**src/rtl/mcycle_sequencer_pkg.sv**
```systemverilog
// Shared definitions for the M-cycle / T-state sequencer.
//   - seq_state_e        : sequencer FSM encoding (RUN, HALT, ERROR)
//   - STEP_ONEHOT_FIRST  : T1 pattern of the one-hot step vector
//   - STEP_ONEHOT_LAST   : T4 pattern (M-cycle boundary T-state)
//   - COUNT_ONEHOT_FIRST : M1 pattern of the one-hot M-cycle count
//   - CB_PREFIX_OPCODE   : opcode that opens the CB instruction page
package mcycle_sequencer_pkg;

  localparam int SEQ_STEPS   = 4;
  localparam int SEQ_MCYCLES = 8;

  typedef enum logic [1:0] {
    ST_RUN   = 2'b00,
    ST_HALT  = 2'b01,
    ST_ERROR = 2'b10
  } seq_state_e;

  localparam logic [SEQ_STEPS-1:0]   STEP_ONEHOT_FIRST  = 4'b0001;
  localparam logic [SEQ_STEPS-1:0]   STEP_ONEHOT_LAST   = 4'b1000;
  localparam logic [SEQ_MCYCLES-1:0] COUNT_ONEHOT_FIRST = 8'h01;
  localparam logic [7:0]             CB_PREFIX_OPCODE   = 8'hCB;

endpackage

```
**src/rtl/mcycle_sequencer_if.sv**
```systemverilog
// Bus between the sequencer and the microcode / memory side.
//   i_Wait      : wait-state, freezes the sequencer for one clock
//   i_IR_Fetch  : OR of all microcode fetch requests (level per M-cycle)
//   i_Halt_Req  : HALT microcode request (level)
//   i_Wake      : pending-interrupt wake (level)
//   i_Data_Bus  : memory read data, opcode source
//   o_*         : step/count one-hots, IR, CB page flag, exec enable,
//                 halt and sticky sequence-error status
// Modports: master drives the i_* side, slave is the sequencer.
interface mcycle_sequencer_if #(
  parameter int STEPS   = 4,
  parameter int MCYCLES = 8
);
  logic               i_Wait;
  logic               i_IR_Fetch;
  logic               i_Halt_Req;
  logic               i_Wake;
  logic [7:0]         i_Data_Bus;
  logic [STEPS-1:0]   o_Cycle_Step;
  logic [MCYCLES-1:0] o_Cycle_Count;
  logic [7:0]         o_IR;
  logic               o_CB_Prefix;
  logic               o_Exec_En;
  logic               o_Halted;
  logic               o_Seq_Error;

  modport master (
    output i_Wait, i_IR_Fetch, i_Halt_Req, i_Wake, i_Data_Bus,
    input  o_Cycle_Step, o_Cycle_Count, o_IR, o_CB_Prefix,
           o_Exec_En, o_Halted, o_Seq_Error
  );

  modport slave (
    input  i_Wait, i_IR_Fetch, i_Halt_Req, i_Wake, i_Data_Bus,
    output o_Cycle_Step, o_Cycle_Count, o_IR, o_CB_Prefix,
           o_Exec_En, o_Halted, o_Seq_Error
  );
endinterface

```
**src/rtl/mcycle_sequencer_onehot_rotator.sv**
```systemverilog
// One-hot shift register with enable and synchronous load to FIRST.
//   clk, rst_n : clock, asynchronous active-low reset (to FIRST)
//   en         : shift one position towards the MSB
//   load       : return to FIRST; wins over en
//   value      : current one-hot vector
// WRAP=1 rotates the MSB back into bit 0; WRAP=0 shifts a zero in, so
// the vector empties if shifted past the top.
module onehot_rotator #(
  parameter int               WIDTH = 4,
  parameter bit               WRAP  = 1'b1,
  parameter logic [WIDTH-1:0] FIRST = WIDTH'(1)
) (
  input  logic             clk,
  input  logic             rst_n,
  input  logic             en,
  input  logic             load,
  output logic [WIDTH-1:0] value
);

  logic [WIDTH-1:0] value_q;
  logic [WIDTH-1:0] value_d;
  logic [WIDTH-1:0] shifted;

  assign shifted[0] = WRAP ? value_q[WIDTH-1] : 1'b0;

  genvar gi;
  generate
    for (gi = 1; gi < WIDTH; gi++) begin : g_shift
      assign shifted[gi] = value_q[gi-1];
    end
  endgenerate

  always_comb begin
    value_d = value_q;
    if (load) begin
      value_d = FIRST;
    end else if (en) begin
      value_d = shifted;
    end
  end

  always_ff @(posedge clk or negedge rst_n) begin
    if (!rst_n) begin
      value_q <= FIRST;
    end else begin
      value_q <= value_d;
    end
  end

  assign value = value_q;

endmodule

```
**src/rtl/mcycle_sequencer.sv**
```systemverilog
// Timing and instruction-register engine for the opcode microcode.
//   i_Clk     : clock, one T-state per clock without wait
//   i_Reset_n : asynchronous active-low reset
//   bus       : sequencer side of mcycle_sequencer_if (see that file)
// The step vector rotates every non-waited clock in every state. All
// other state changes only at an M-cycle boundary (last T-state).
module mcycle_sequencer
  import mcycle_sequencer_pkg::*;
#(
  parameter int         STEPS        = SEQ_STEPS,
  parameter int         MCYCLES      = SEQ_MCYCLES,
  parameter logic [7:0] RESET_OPCODE = 8'h00
) (
  input  logic                 i_Clk,
  input  logic                 i_Reset_n,
  mcycle_sequencer_if.slave    bus
);

  seq_state_e         state_q, state_d;
  logic [7:0]         ir_q, ir_d;
  logic               cb_q, cb_d;
  logic               exec_en_q, exec_en_d;
  logic               err_q, err_d;
  logic [STEPS-1:0]   step_q;
  logic [MCYCLES-1:0] count_q;
  logic               enable;
  logic               boundary;
  logic               count_adv;
  logic               count_load;

  assign enable   = !bus.i_Wait;
  assign boundary = enable && step_q[STEPS-1];

  onehot_rotator #(
    .WIDTH (STEPS),
    .WRAP  (1'b1),
    .FIRST (STEPS'(STEP_ONEHOT_FIRST))
  ) u_step (
    .clk   (i_Clk),
    .rst_n (i_Reset_n),
    .en    (enable),
    .load  (1'b0),
    .value (step_q)
  );

  onehot_rotator #(
    .WIDTH (MCYCLES),
    .WRAP  (1'b0),
    .FIRST (MCYCLES'(COUNT_ONEHOT_FIRST))
  ) u_count (
    .clk   (i_Clk),
    .rst_n (i_Reset_n),
    .en    (count_adv),
    .load  (count_load),
    .value (count_q)
  );

  always_comb begin
    state_d    = state_q;
    ir_d       = ir_q;
    cb_d       = cb_q;
    exec_en_d  = exec_en_q;
    err_d      = err_q;
    count_adv  = 1'b0;
    count_load = 1'b0;
    if (boundary) begin
      unique case (state_q)
        ST_RUN: begin
          // Halt beats a simultaneous fetch so IR keeps the HALT opcode.
          if (bus.i_Halt_Req) begin
            state_d   = ST_HALT;
            exec_en_d = 1'b0;
          end else if (bus.i_IR_Fetch) begin
            ir_d       = bus.i_Data_Bus;
            count_load = 1'b1;
            // A CB fetched as the operand of a CB prefix is a plain opcode.
            cb_d       = (bus.i_Data_Bus == CB_PREFIX_OPCODE) && !cb_q;
          end else if (count_q[MCYCLES-1]) begin
            state_d   = ST_ERROR;
            exec_en_d = 1'b0;
            err_d     = 1'b1;
          end else begin
            count_adv = 1'b1;
          end
        end
        ST_HALT: begin
          // Advance into the HALT microcode's fetch M-cycle on wake.
          if (bus.i_Wake) begin
            state_d   = ST_RUN;
            exec_en_d = 1'b1;
            count_adv = 1'b1;
          end
        end
        default: begin
          // ERROR: frozen until reset.
        end
      endcase
    end
  end

  always_ff @(posedge i_Clk or negedge i_Reset_n) begin
    if (!i_Reset_n) begin
      state_q   <= ST_RUN;
      ir_q      <= RESET_OPCODE;
      cb_q      <= 1'b0;
      exec_en_q <= 1'b1;
      err_q     <= 1'b0;
    end else begin
      state_q   <= state_d;
      ir_q      <= ir_d;
      cb_q      <= cb_d;
      exec_en_q <= exec_en_d;
      err_q     <= err_d;
    end
  end

  assign bus.o_Cycle_Step  = step_q;
  assign bus.o_Cycle_Count = count_q;
  assign bus.o_IR          = ir_q;
  assign bus.o_CB_Prefix   = cb_q;
  assign bus.o_Exec_En     = exec_en_q;
  assign bus.o_Halted      = (state_q == ST_HALT);
  assign bus.o_Seq_Error   = err_q;

endmodule

```
**src/flat_wrapper.sv**
```systemverilog
// flat-port wrapper written by rule: the top's interface ports become plain ports
module mcycle_sequencer_flat import mcycle_sequencer_pkg::*;
#(
  parameter int         STEPS        = SEQ_STEPS,
  parameter int         MCYCLES      = SEQ_MCYCLES,
  parameter logic [7:0] RESET_OPCODE = 8'h00
)
  (i_Clk, i_Reset_n, bus_i_Wait, bus_i_IR_Fetch, bus_i_Halt_Req, bus_i_Wake, bus_i_Data_Bus, bus_o_Cycle_Step, bus_o_Cycle_Count, bus_o_IR, bus_o_CB_Prefix, bus_o_Exec_En, bus_o_Halted, bus_o_Seq_Error);
  mcycle_sequencer_if #(.STEPS(STEPS), .MCYCLES(MCYCLES)) bus_i ();
  input  logic i_Clk;
  input  logic i_Reset_n;
  input wire logic [$bits(bus_i.i_Wait)-1:0] bus_i_Wait;
  input wire logic [$bits(bus_i.i_IR_Fetch)-1:0] bus_i_IR_Fetch;
  input wire logic [$bits(bus_i.i_Halt_Req)-1:0] bus_i_Halt_Req;
  input wire logic [$bits(bus_i.i_Wake)-1:0] bus_i_Wake;
  input wire logic [$bits(bus_i.i_Data_Bus)-1:0] bus_i_Data_Bus;
  output wire logic [$bits(bus_i.o_Cycle_Step)-1:0] bus_o_Cycle_Step;
  output wire logic [$bits(bus_i.o_Cycle_Count)-1:0] bus_o_Cycle_Count;
  output wire logic [$bits(bus_i.o_IR)-1:0] bus_o_IR;
  output wire logic [$bits(bus_i.o_CB_Prefix)-1:0] bus_o_CB_Prefix;
  output wire logic [$bits(bus_i.o_Exec_En)-1:0] bus_o_Exec_En;
  output wire logic [$bits(bus_i.o_Halted)-1:0] bus_o_Halted;
  output wire logic [$bits(bus_i.o_Seq_Error)-1:0] bus_o_Seq_Error;
  assign bus_i.i_Wait = bus_i_Wait;
  assign bus_i.i_IR_Fetch = bus_i_IR_Fetch;
  assign bus_i.i_Halt_Req = bus_i_Halt_Req;
  assign bus_i.i_Wake = bus_i_Wake;
  assign bus_i.i_Data_Bus = bus_i_Data_Bus;
  assign bus_o_Cycle_Step = bus_i.o_Cycle_Step;
  assign bus_o_Cycle_Count = bus_i.o_Cycle_Count;
  assign bus_o_IR = bus_i.o_IR;
  assign bus_o_CB_Prefix = bus_i.o_CB_Prefix;
  assign bus_o_Exec_En = bus_i.o_Exec_En;
  assign bus_o_Halted = bus_i.o_Halted;
  assign bus_o_Seq_Error = bus_i.o_Seq_Error;
  mcycle_sequencer #(.STEPS(STEPS), .MCYCLES(MCYCLES), .RESET_OPCODE(RESET_OPCODE)) u_core (.i_Clk(i_Clk), .i_Reset_n(i_Reset_n), .bus(bus_i));
endmodule
```
**config.mk**
```make
export PLATFORM = sky130hd
export DESIGN_NAME = mcycle_sequencer_flat
export DESIGN_NICKNAME = d
export VERILOG_FILES = /design/src/rtl/mcycle_sequencer_pkg.sv /design/src/rtl/mcycle_sequencer_if.sv /design/src/rtl/mcycle_sequencer_onehot_rotator.sv /design/src/rtl/mcycle_sequencer.sv /design/src/flat_wrapper.sv
export SDC_FILE = /design/constraint.sdc
export NUM_CORES = 1
export LEC_CHECK = 0
export CAP_MARGIN = 20
export CORE_UTILIZATION = 39
export DETAILED_ROUTE_END_ITERATION = 16
export GPL_ROUTABILITY_DRIVEN = 0
export PLACE_DENSITY_LB_ADDON = 0.15
export REMOVE_ABC_BUFFERS = 1
export SLEW_MARGIN = 25
export SYNTH_ARGS = -nofsm -noshare
export SYNTH_HDL_FRONTEND = slang
export SYNTH_HIERARCHICAL = 1
export SYNTH_SLANG_ARGS = --single-unit
```
**constraint.sdc**
```tcl
create_clock -name i_Clk -period 1.4 [get_ports i_Clk]
set_input_delay 0.35 -clock i_Clk [delete_from_list [all_inputs] [get_ports i_Clk]]
set_output_delay 0.35 -clock i_Clk [all_outputs]
set_load 0.01 [all_outputs]
```
==> results_tabular.tex <==
\begin{tabular}{lr}
\hline
Metric & Value \\
\hline
\multicolumn{2}{l}{\textbf{Place}} \\
Final HPWL DP & 1.57 mm \\
Count of input and output buffers & 37 \\
Cell count after placement & 163 \\
Post-placement cell area & 1590 µm² \\
Post-placement setup slack & -0.452 ns \\
\multicolumn{2}{l}{\textbf{Synth}} \\
Synthesized flop and latch total & 25 \\
Syn Area/Cell & 13.1 µm² \\
Synth warnings & 6 \\
Netlist cell types & 25 \\
Portion of the post-synthesis area used by sequential elements & 0.581 \\
Cell area after technology mapping & 1080 µm² \\
Number of standard cells after synthesis & 83 \\
\multicolumn{2}{l}{\textbf{GRT}} \\
Pin count of the biggest net entering global routing & 26 \\
First-pass GRT wire length & 3.68 mm \\
Via count of the first global-routing pass & 797 \\
Met1 usage in global routing & 0.232 \\
Number of antenna violations at the first check in global routing & 0 \\
Most crowded layer after global routing & met2 \\
Met3 GRT Util & 0.0278 \\
GRT Total Usage & 0.180 \\
Global Route met2 Usage & 0.297 \\
Final global-route overflow total & 0 \\
\multicolumn{2}{l}{\textbf{Cells and area}} \\
Filler Cell Count & 202 \\
Post-route cell area & 1730 µm² \\
Fraction of final layout cells sized beyond drive strength 1 & 0.377 \\
Number of nets in the final layout & 166 \\
Area delta synth->final & 59.6\% \\
Commonest non-fill, non-tap cells in the layout & 22 x sky130\_fd\_sc\_hd\_\_dfrtp\_1, 22 x sky130\_fd\_sc\_hd\_\_buf\_4, 16 x sky130\_fd\_sc\_hd\_\_dlygate4sd2\_1 \\
Number of antenna diodes & 0 \\
Final non-filler cell total & 181 \\
\multicolumn{2}{l}{\textbf{Setup path}} \\
Top delay family on crit path & simple AND/OR/NAND/NOR gates \\
Required arrival time at the worst endpoint & 1.61 ns \\
Critical path endpoint category & flop \\
R2r setup slk & -0.11 ns \\
Crit path buf inv count & 2 \\
Launch instance of the worst register-to-register path & u\_core/state\_q[1]\$\_DFFE\_PN0P\_ \\
Worst r2r path cells & 6 \\
Maximum fanout along the worst path & 8 \\
Most repeated library cell on the critical path & sky130\_fd\_sc\_hd\_\_buf\_6 \\
Element type at the critical path start & flop \\
Worst stage delay on the critical path & 0.41 ns \\
Critical setup path kind & flop to flop \\
Critical path, cell by cell & buf\_6 -> nor3b\_4 -> nor2b\_1 -> buf\_6 -> mux2i\_1 -> nor2\_1 \\
Data arrival time of the critical path & 1.73 ns \\
Slowest library cell on the worst path & sky130\_fd\_sc\_hd\_\_dfrtp\_1 \\
Reg-to-reg critical path endpoint & u\_core/u\_count/value[7]\$\_DFFE\_PN0P\_ \\
\multicolumn{2}{l}{\textbf{Timing}} \\
Share of the cycle needed by the critical path after routing & 1.08 \\
\# setup viols final & 17 \\
Slew Viols, Final & 0 \\
Worst clock skew on the final layout & 0.00652 ns \\
Unrepaired setup endpoints after global routing & yes \\
Final worst hold slack & 0.378 ns \\
Setup slack of the critical path after layout & -0.115 ns \\
Final number of hold-violating endpoints & 0 \\
Crit path time final & 1.51 ns \\
Achievable frequency & 0.660 GHz \\
\multicolumn{2}{l}{\textbf{Detailed routing}} \\
Detailed router's first-iteration violation count & 7 \\
DRC Markers & 0 \\
Via-per-instance ratio & 4.69 \\
Average wire per cell in the routed design & 13.3 µm \\
Antenna-violating nets left & 0 \\
DRT Wirelength & 2.41 mm \\
DR vias & 848 \\
Number of search-and-repair iterations in the first detailed-routing pass & 4 \\
\multicolumn{2}{l}{\textbf{Pwr}} \\
Leakage component of the power & 0.913 nW \\
Highest ir drop seen on vdd & 621 µV \\
Power per Cell Area & 797 nW/µm² \\
\multicolumn{2}{l}{\textbf{CTS}} \\
Max Buffers Root-to-Sink & 2 \\
Clock latency reported for the late side of the worst-skew pair & 0.31 ns \\
Clock transition time at the flip-flop clock pins of the worst setup and hold paths & 0.13 ns \\
Root cell of the clock tree & sky130\_fd\_sc\_hd\_\_clkbuf\_4 \\
Total clock sinks & 25 \\
TritonCTS clock tree & done \\
Level count of the clock H-tree & 1 \\
Hold buffer count at cts & 0 \\
Clock buffers created by TritonCTS & 3 \\
\multicolumn{2}{l}{\textbf{Die}} \\
Area of the die & 2990 µm² \\
Row Count & 18 \\
Top-level I/O count & 38 \\
Die outline height & 54.7 µm \\
Die span in x & 54.7 µm \\
Effective utilization at floorplan & 0.426 \\
Core region area & 2540 µm² \\
\multicolumn{2}{l}{\textbf{Status}} \\
Status & finished, violations left \\
Failing checks & setup timing \\
\multicolumn{2}{l}{\textbf{Job}} \\
\# Max-Cap Violations & 0 \\
\multicolumn{2}{l}{\textbf{Min path}} \\
Worst min-delay path class & primary input to async pin \\
\hline
\end{tabular}
report_power, final:
| group | total, W | internal, W | switching, W |
|---|---|---|---|
| clock | 0.000311 | 0.000107 | 0.000205 |
| sequential | 0.000788 | 0.000765 | 0.0000223 |
| combinational | 0.000279 | 0.000156 | 0.000124 |
| total | 0.00138 | 0.00103 | 0.000351 |
synthesized netlist by cell type:
master | instances | area share
sky130_fd_sc_hd__a211o_1 | 1 | 0.0081
sky130_fd_sc_hd__a21o_1 | 1 | 0.0069
sky130_fd_sc_hd__a21oi_1 | 2 | 0.0092
sky130_fd_sc_hd__a31oi_1 | 1 | 0.0058
sky130_fd_sc_hd__and2b_1 | 1 | 0.0069
sky130_fd_sc_hd__buf_6 | 1 | 0.010
sky130_fd_sc_hd__clkbuf_2 | 2 | 0.0092
sky130_fd_sc_hd__conb_1 | 1 | 0.0035
sky130_fd_sc_hd__dfrtp_1 | 22 | 0.51
sky130_fd_sc_hd__dfstp_2 | 3 | 0.073
sky130_fd_sc_hd__inv_1 | 3 | 0.010
sky130_fd_sc_hd__mux2_2 | 10 | 0.10
sky130_fd_sc_hd__mux2i_1 | 10 | 0.092
sky130_fd_sc_hd__nand2b_1 | 3 | 0.017
sky130_fd_sc_hd__nand3_1 | 1 | 0.0046
sky130_fd_sc_hd__nand3_4 | 1 | 0.016
sky130_fd_sc_hd__nand3b_1 | 1 | 0.0069
sky130_fd_sc_hd__nand4bb_1 | 1 | 0.010
sky130_fd_sc_hd__nor2_1 | 11 | 0.038
sky130_fd_sc_hd__nor2b_1 | 2 | 0.012
sky130_fd_sc_hd__nor2b_2 | 1 | 0.0081
sky130_fd_sc_hd__nor3b_4 | 1 | 0.017
sky130_fd_sc_hd__nor4_1 | 1 | 0.0058
sky130_fd_sc_hd__nor4b_1 | 1 | 0.0081
sky130_fd_sc_hd__o311ai_1 | 1 | 0.0081
routing by layer:
metal  vias to the layer above  share of wire  routed length [µm]
met3                         2          0.050                 120
met2                        28           0.50                1210
li1                        420              -                   -
met5                         -              0                   0
met4                         0         0.0071                  17
met1                       398           0.44                1060
cell families after synthesis:
group | Yosys count | share of synthesized area
other | 1 | 0.00346
muxes | 20 | 0.196
AOI/OAI and AO/OA | 6 | 0.0381
buffers and inverters | 6 | 0.0300
and+or+nand+nor | 25 | 0.151
DFF | 25 | 0.581
worst max path at each step:
stage | start | end | slack, ns | depth (start not counted)
6_report | u_core/state_q[1]$_DFFE_PN0P_ | u_core/u_count/value[7]$_DFFE_PN0P_ | -0.11 | 6
5_1_grt | u_core/state_q[0]$_DFFE_PN0P_ | u_core/u_count/value[7]$_DFFE_PN0P_ | -0.18 | 6
4_1_cts | u_core/u_count/value[7]$_DFFE_PN0P_ | u_core/u_count/value[7]$_DFFE_PN0P_ | -0.08 | 7
3_5_place_dp | bus_i_Halt_Req | u_core/u_count/value[7]$_DFFE_PN0P_ | -0.45 | 7
3_3_place_gp | bus_i_Halt_Req | u_core/u_count/value[7]$_DFFE_PN0P_ | -0.43 | 7
2_1_floorplan | u_core/u_step/value[3]$_DFFE_PN0P_ | u_core/u_count/value[1]$_DFFE_PN0P_ | -0.33 | 4
state kept, by name (all words and copies together) (netlist names):
register / cells
u_core/state_q: 2
u_core/bus.o_IR: 8
u_core/bus.o_Exec_En: 1
u_core/u_count/value: 8
u_core/bus.o_CB_Prefix: 1
u_core/bus.o_Seq_Error: 1
u_core/u_step/value: 4
final cells by class:
type	count	area, µm²	area share
Clock buffer	3	22.5	0.0130
Clock inverter	1	5.00	0.00289
Sequential cell	25	629	0.364
Inverter	3	11.3	0.00651
Timing Repair Buffer	63	549	0.318
Tap cell	30	37.5	0.0217
Multi-Input combinational cell	56	474	0.274
stage by stage:
stage               TNS (ns)  total power (W)   util
floorplan              -2.53         0.000890      -
global placement       -7.30          0.00108  0.625
detailed placement     -7.78          0.00109  0.625
CTS                   -0.989          0.00139  0.666
global route           -1.92          0.00145  0.679
finish                -0.670          0.00138  0.679
timing repair:
item / 4_1_cts / 5_1_grt
endpoints found under the setup margin: 42 / 24
gates cloned: 1 / 0
pin swaps: 2 / 1
setup buffers: 12 / 2
gates resized for setup: 42 / 12
No activity file was read; power rests on OpenSTA's default activity.
